===== config.mk =====
export PLATFORM = sky130hd
export DESIGN_NAME = microcode_unit
export DESIGN_NICKNAME = d
export VERILOG_FILES = /design/src/rtl/leg_pkg.sv /design/src/rtl/microcode_slot_decode.sv /design/src/rtl/microcode_unit.sv
export SDC_FILE = /design/constraint.sdc
export NUM_CORES = 1
export LEC_CHECK = 0
export CORE_UTILIZATION = 30
export CTS_BUF_LIST = sky130_fd_sc_hd__clkbuf_4
export DETAILED_ROUTE_END_ITERATION = 12
export GPL_TIMING_DRIVEN = 0
export PLACE_DENSITY = 0.68
export RECOVER_POWER = 50
export SETUP_SLACK_MARGIN = 0.02
export SYNTH_ARGS = -nofsm -noshare
export SYNTH_HDL_FRONTEND = slang
export SYNTH_SLANG_ARGS = --single-unit

===== constraint.sdc =====
create_clock -name clk -period 1.3 [get_ports clk]
set_clock_uncertainty 0.05 [all_clocks]
set_input_delay 0.26 -clock clk [delete_from_list [all_inputs] [get_ports clk]]
set_output_delay 0.26 -clock clk [all_outputs]
set_load 0.02 [all_outputs]

===== src/rtl/leg_pkg.sv =====
// Shared definitions for the leg pipeline front end: micro-op store geometry,
// slot field layout, the decoded slot/bundle types and the sequencer states.
package leg_pkg;

    localparam int UOP_BUF_SIZE           = 128;
    localparam int UOP_BUF_WIDTH          = 72;
    localparam int MAX_PREDICT_DEPTH_BITS = 2;
    localparam int ADDR_W                 = $clog2(UOP_BUF_SIZE);

    // Field offsets inside one 36-bit slot: [35:4] instr, [3:2] tag, [1] spec, [0] valid
    localparam int VALID_BIT = 0;
    localparam int SPEC_BIT  = 1;
    localparam int TAG_LSB   = 2;
    localparam int INSTR_LSB = TAG_LSB + MAX_PREDICT_DEPTH_BITS;
    localparam int INSTR_W   = 32;
    localparam int SLOT_W    = INSTR_LSB + INSTR_W;

    // Slot 0 (older) occupies the upper half of the bundle
    localparam int SLOT0_LSB = SLOT_W;
    localparam int SLOT1_LSB = 0;

    typedef struct packed {
        logic [INSTR_W-1:0]                instr;
        logic [MAX_PREDICT_DEPTH_BITS-1:0] tag;
        logic                              spec;
        logic                              valid;
    } uop_slot_t;

    typedef struct packed {
        uop_slot_t s0;
        uop_slot_t s1;
    } uop_bundle_t;

    typedef enum logic {
        ST_FETCH = 1'b0,
        ST_HALT  = 1'b1
    } mcu_state_t;

endpackage


===== src/rtl/microcode_slot_decode.sv =====
// Splits one 36-bit store slot into its fields; an invalid slot is presented
// as all zeros so nothing stale leaks downstream.
module microcode_slot_decode
    import leg_pkg::*;
(
    input  logic [SLOT_W-1:0] i_slot,
    output uop_slot_t         o_slot
);

    // Field extraction with zero-when-invalid masking
    always_comb begin
        o_slot = '0;
        if (i_slot[VALID_BIT]) begin
            o_slot.instr = i_slot[INSTR_LSB +: INSTR_W];
            o_slot.tag   = i_slot[TAG_LSB +: MAX_PREDICT_DEPTH_BITS];
            o_slot.spec  = i_slot[SPEC_BIT];
            o_slot.valid = 1'b1;
        end else begin
            o_slot = '0;
        end
    end

endmodule


===== src/rtl/microcode_unit.sv =====
// Microcode sequencer: walks the external micro-op store one bundle per cycle,
// registers both issue slots, and stops at the first empty bundle or the end
// of the store. Optional issue counter enabled by MICROCODE_PERF_EN.
module microcode_unit
    import leg_pkg::*;
(
    input  logic                              clk,
    input  logic                              reset,
    output logic [ADDR_W-1:0]                 uop_addr,
    input  logic [UOP_BUF_WIDTH-1:0]          uop,
    output logic [31:0]                       slot_instr [0:1],
    output logic [MAX_PREDICT_DEPTH_BITS-1:0] slot_tag   [0:1],
    output logic                              slot_spec  [0:1],
    output logic                              slot_valid [0:1],
    output logic                              halted
`ifdef MICROCODE_PERF_EN
    ,
    output logic [31:0]                       issue_cnt
`endif
);

    localparam logic [ADDR_W-1:0] LAST_ADDR = ADDR_W'(UOP_BUF_SIZE - 1);
    localparam logic [ADDR_W-1:0] ADDR_ONE  = ADDR_W'(1);

    mcu_state_t        r_state;
    mcu_state_t        w_state_nxt;
    logic [ADDR_W-1:0] r_addr;
    logic [ADDR_W-1:0] w_addr_nxt;
    uop_bundle_t       r_slots;
    uop_bundle_t       w_slots_nxt;
    uop_bundle_t       w_dec;
    logic              r_halted;
    logic              w_halted_nxt;

    microcode_slot_decode u_dec0 (
        .i_slot (uop[SLOT0_LSB +: SLOT_W]),
        .o_slot (w_dec.s0)
    );

    microcode_slot_decode u_dec1 (
        .i_slot (uop[SLOT1_LSB +: SLOT_W]),
        .o_slot (w_dec.s1)
    );

    // Next-state, next-address and next slot contents
    always_comb begin
        w_state_nxt  = r_state;
        w_addr_nxt   = r_addr;
        w_slots_nxt  = '0;
        w_halted_nxt = r_halted;
        case (r_state)
            ST_FETCH: begin
                if (!w_dec.s0.valid && !w_dec.s1.valid) begin
                    // Empty bundle terminates the program; address holds
                    w_state_nxt  = ST_HALT;
                    w_halted_nxt = 1'b1;
                end else begin
                    w_slots_nxt = w_dec;
                    if (r_addr == LAST_ADDR) begin
                        // Last bundle still issues, but no wrap to 0
                        w_state_nxt  = ST_HALT;
                        w_halted_nxt = 1'b1;
                    end else begin
                        w_addr_nxt = r_addr + ADDR_ONE;
                    end
                end
            end
            ST_HALT: begin
                w_slots_nxt  = '0;
                w_halted_nxt = 1'b1;
            end
            default: begin
                // Unreachable encoding: park safely with outputs quiet
                w_state_nxt  = ST_HALT;
                w_halted_nxt = 1'b1;
            end
        endcase
    end

    // Sequencer state, address and registered slot outputs
    always_ff @(posedge clk or negedge reset) begin
        if (!reset) begin
            r_state  <= ST_FETCH;
            r_addr   <= '0;
            r_slots  <= '0;
            r_halted <= 1'b0;
        end else begin
            r_state  <= w_state_nxt;
            r_addr   <= w_addr_nxt;
            r_slots  <= w_slots_nxt;
            r_halted <= w_halted_nxt;
        end
    end

`ifdef MICROCODE_PERF_EN
    logic [31:0] r_issue_cnt;
    logic [31:0] w_issue_cnt_nxt;
    logic [31:0] w_inc;

    // Saturating add of the number of slots latched this edge
    always_comb begin
        w_inc = {31'd0, w_slots_nxt.s0.valid} + {31'd0, w_slots_nxt.s1.valid};
        if (r_issue_cnt > (32'hFFFF_FFFF - w_inc)) begin
            w_issue_cnt_nxt = 32'hFFFF_FFFF;
        end else begin
            w_issue_cnt_nxt = r_issue_cnt + w_inc;
        end
    end

    // Issue counter register
    always_ff @(posedge clk or negedge reset) begin
        if (!reset) begin
            r_issue_cnt <= 32'd0;
        end else begin
            r_issue_cnt <= w_issue_cnt_nxt;
        end
    end

    assign issue_cnt = r_issue_cnt;
`endif

    assign uop_addr      = r_addr;
    assign halted        = r_halted;
    assign slot_instr[0] = r_slots.s0.instr;
    assign slot_instr[1] = r_slots.s1.instr;
    assign slot_tag[0]   = r_slots.s0.tag;
    assign slot_tag[1]   = r_slots.s1.tag;
    assign slot_spec[0]  = r_slots.s0.spec;
    assign slot_spec[1]  = r_slots.s1.spec;
    assign slot_valid[0] = r_slots.s0.valid;
    assign slot_valid[1] = r_slots.s1.valid;

endmodule


==> metrics <==
status=finished, violations left; failing checks=setup timing; largest net degree at the start of global routing=52; crit-path cells=buf_6 > ha_4 > nand3_4 > o21ai_4 > buf_4 > or2_2; number of fillers in the final layout=751; antenna viol nets, final=0; Top-Level Pins=154; reg2reg end=halted; Setup WS pre-CTS=-427 ps; post-synthesis cell type count=20; first-pass iteration count of the detailed router=4; PwrDens=930 nW/µm²; leak pwr=0.00238 µW; WP depth=6; top sig layer=met4; critical path launch point type=flip-flop; fin area=4800 µm²; row cnt=34; Port-buffer cells=153; critical path's largest stage delay=440 ps; Core ar.=8680 µm²; CTS sink count=81; max_cap viols=0; syn nets=257; first-pass GRT wire length=9.03 mm; delay-heaviest family, CP=flip-flops; most common cell after layout, fill and taps aside=buf_6; Setup TNS=-602 ps; Reg2Reg Depth=6; cell area after synthesis=2670 µm²; total global routing overflow=0; Max IR drop VDD=0.000476 V; CTS clk-pin slew, worst paths=130 ps; fin crit period=1430 ps; CTS buffer count=9; unrepaired setup endpoints after global routing=yes; drt wl/cell=13.5 µm; clock root buffer=clkbuf_4; Sequential cell area=2030 µm²; Vias=1,930; met2 wire length=3.33 mm; hold crit path type=in2reg; Least-Margin Pin Slew=827 ps; Die Y=96.4 µm; die width=96.4 µm; placed inst area=4400 µm²; Core Util, Final=55.3%; worst r2r src=uop_addr[0]; Routed WL=6.42 mm; clk_lat worst skew=410 ps; Hold Violations, Final=0; final setup vio count=10; final worst slack=-130 ps; start-to-end type of the worst setup path=reg2reg; Worst setup EP type=flip-flop; final worst-path cycle share=110%; FF-to-FF setup slack=-130 ps; CP startpoint=uop_addr[0]; Pwr Total=4460 µW; initial core utilization=30.8%; CTS H-tree depth=3; Data arrival, critical path=1680 ps; Yosys reg bits=81; die area=9290 µm²; initial antenna violation count=0; Worst Path Max Fanout=4; share of layout cells above drive strength 1=36.6%; Area Overhead vs Synth=79.6%; CP max stage cell=dfrtp_2; post-synthesis sequential area ratio=75.8%; achievable frequency=699 MHz; dpl hpwl=4.66 mm; M1 WL=2.41 mm; ant diodes=0; CTS tree=yes; Clock Path Buffers=2; violation count after the first detailed-route iteration=30; area of the multi-input gates=677 µm²; yosys warns=0; total track usage=13.2%; commonest non-fill, non-tap cells in the layout=80 x buf_6, 76 x dfrtp_1, 72 x clkdlybuf4s50_1; GPL Wtd Cong=0.699; worst path buffer plus inverter count=2; WP data required=1550 ps; met3 wire len=542 µm; synthesized instance count=182; number of global-route vias before repair=1,912; Final nets=436; via-per-instance ratio=4.07; relative slew slack=44.9%; Critical Path End=halted; Syn Area/Cell=14.7 µm²; Residual DRC=0; Final Max Tran Viols=0
[where the power goes]
group	internal [µW]	switching [µW]	total (µW)
Sequential	2520	0	2520
Clock	808	866	1670
Combinational	198	72.7	271
Total	3530	939	4460
[synthesized netlist by cell type (all sizes together)]
master	instances	area [µm²]
clkbuf	4	15.0
and2b	2	15.0
dfrtp	81	2030
xor2	1	8.76
xnor2	2	17.5
and3	1	6.26
o21ba	1	10.0
or2	2	12.5
ha	1	12.5
nand3	3	15.0
nand2	3	11.3
mux2	3	33.8
o21ai	1	8.76
nor2	1	3.75
nand4	2	12.5
and2	71	444
buf	2	10.0
a31o	1	8.76
[repair_timing]
item,in CTS,in global routing
pin swaps,4,2
setup buffers,10,3
gates resized for setup,454,39
hold buffers,1,0
endpoints found under the setup margin,130,114
hold endpoints to repair,30,0
[state kept, by name, summed over array words and instances, names as in the netlist]
signal      flops
slot_tag        4
slot_valid      2
slot_instr     64
halted          1
slot_spec       2
r_state         1
uop_addr        7
[cells by family (layout without fill, tap and decap cells)]
| family | after synthesis | in the layout | synth area share (%) |
|---|---|---|---|
| AOI/OAI and AO/OA | 3 | 3 | 1.03 |
| xor gates and xnor gates | 3 | 3 | 0.983 |
| muxes | 3 | 3 | 1.26 |
| buffers and inverters | 6 | 190 | 0.936 |
| DFF | 81 | 81 | 75.8 |
| adders and majority gates | 1 | 1 | 0.468 |
| and+or+nand+nor | 85 | 85 | 19.5 |
[layer usage]
metal | GRT usage (%) | up-vias
met5 | 0 | -
met4 | 6.86 | 0
met3 | 3.36 | 14
met2 | 22.7 | 84
met1 | 15.3 | 912
li1 | - | 920
[area by class of cell]
type | count | area share, %
plain buffers | 6 | 0.626
multi-input cells | 95 | 14.1
clock buffers | 10 | 1.56
flip-flops and latches | 81 | 42.4
repair buffers | 168 | 36.6
clock inverters | 6 | 1.93
well taps | 108 | 2.82
[how the worst min path moves through the flow]
stage               startpoint  cells after the start  slack [ps]              to
floorplan                reset                      0         -90          halted
global placement        halted                      1         410          halted
detailed placement       reset                      1         180  slot_instr[35]
CTS                      reset                      2         250  slot_instr[35]
global route           uop[34]                      2         290  slot_instr[30]
finish                 uop[44]                      2         330  slot_instr[36]
[metrics by stage]
stage          instances  hold slack, ps
6_report             474             335
5_1_grt              474             287
4_1_cts              471             252
3_5_place_dp         444             181
3_3_place_gp         443             412
2_1_floorplan        182           -85.6
(Power assumes the default switching activity.)
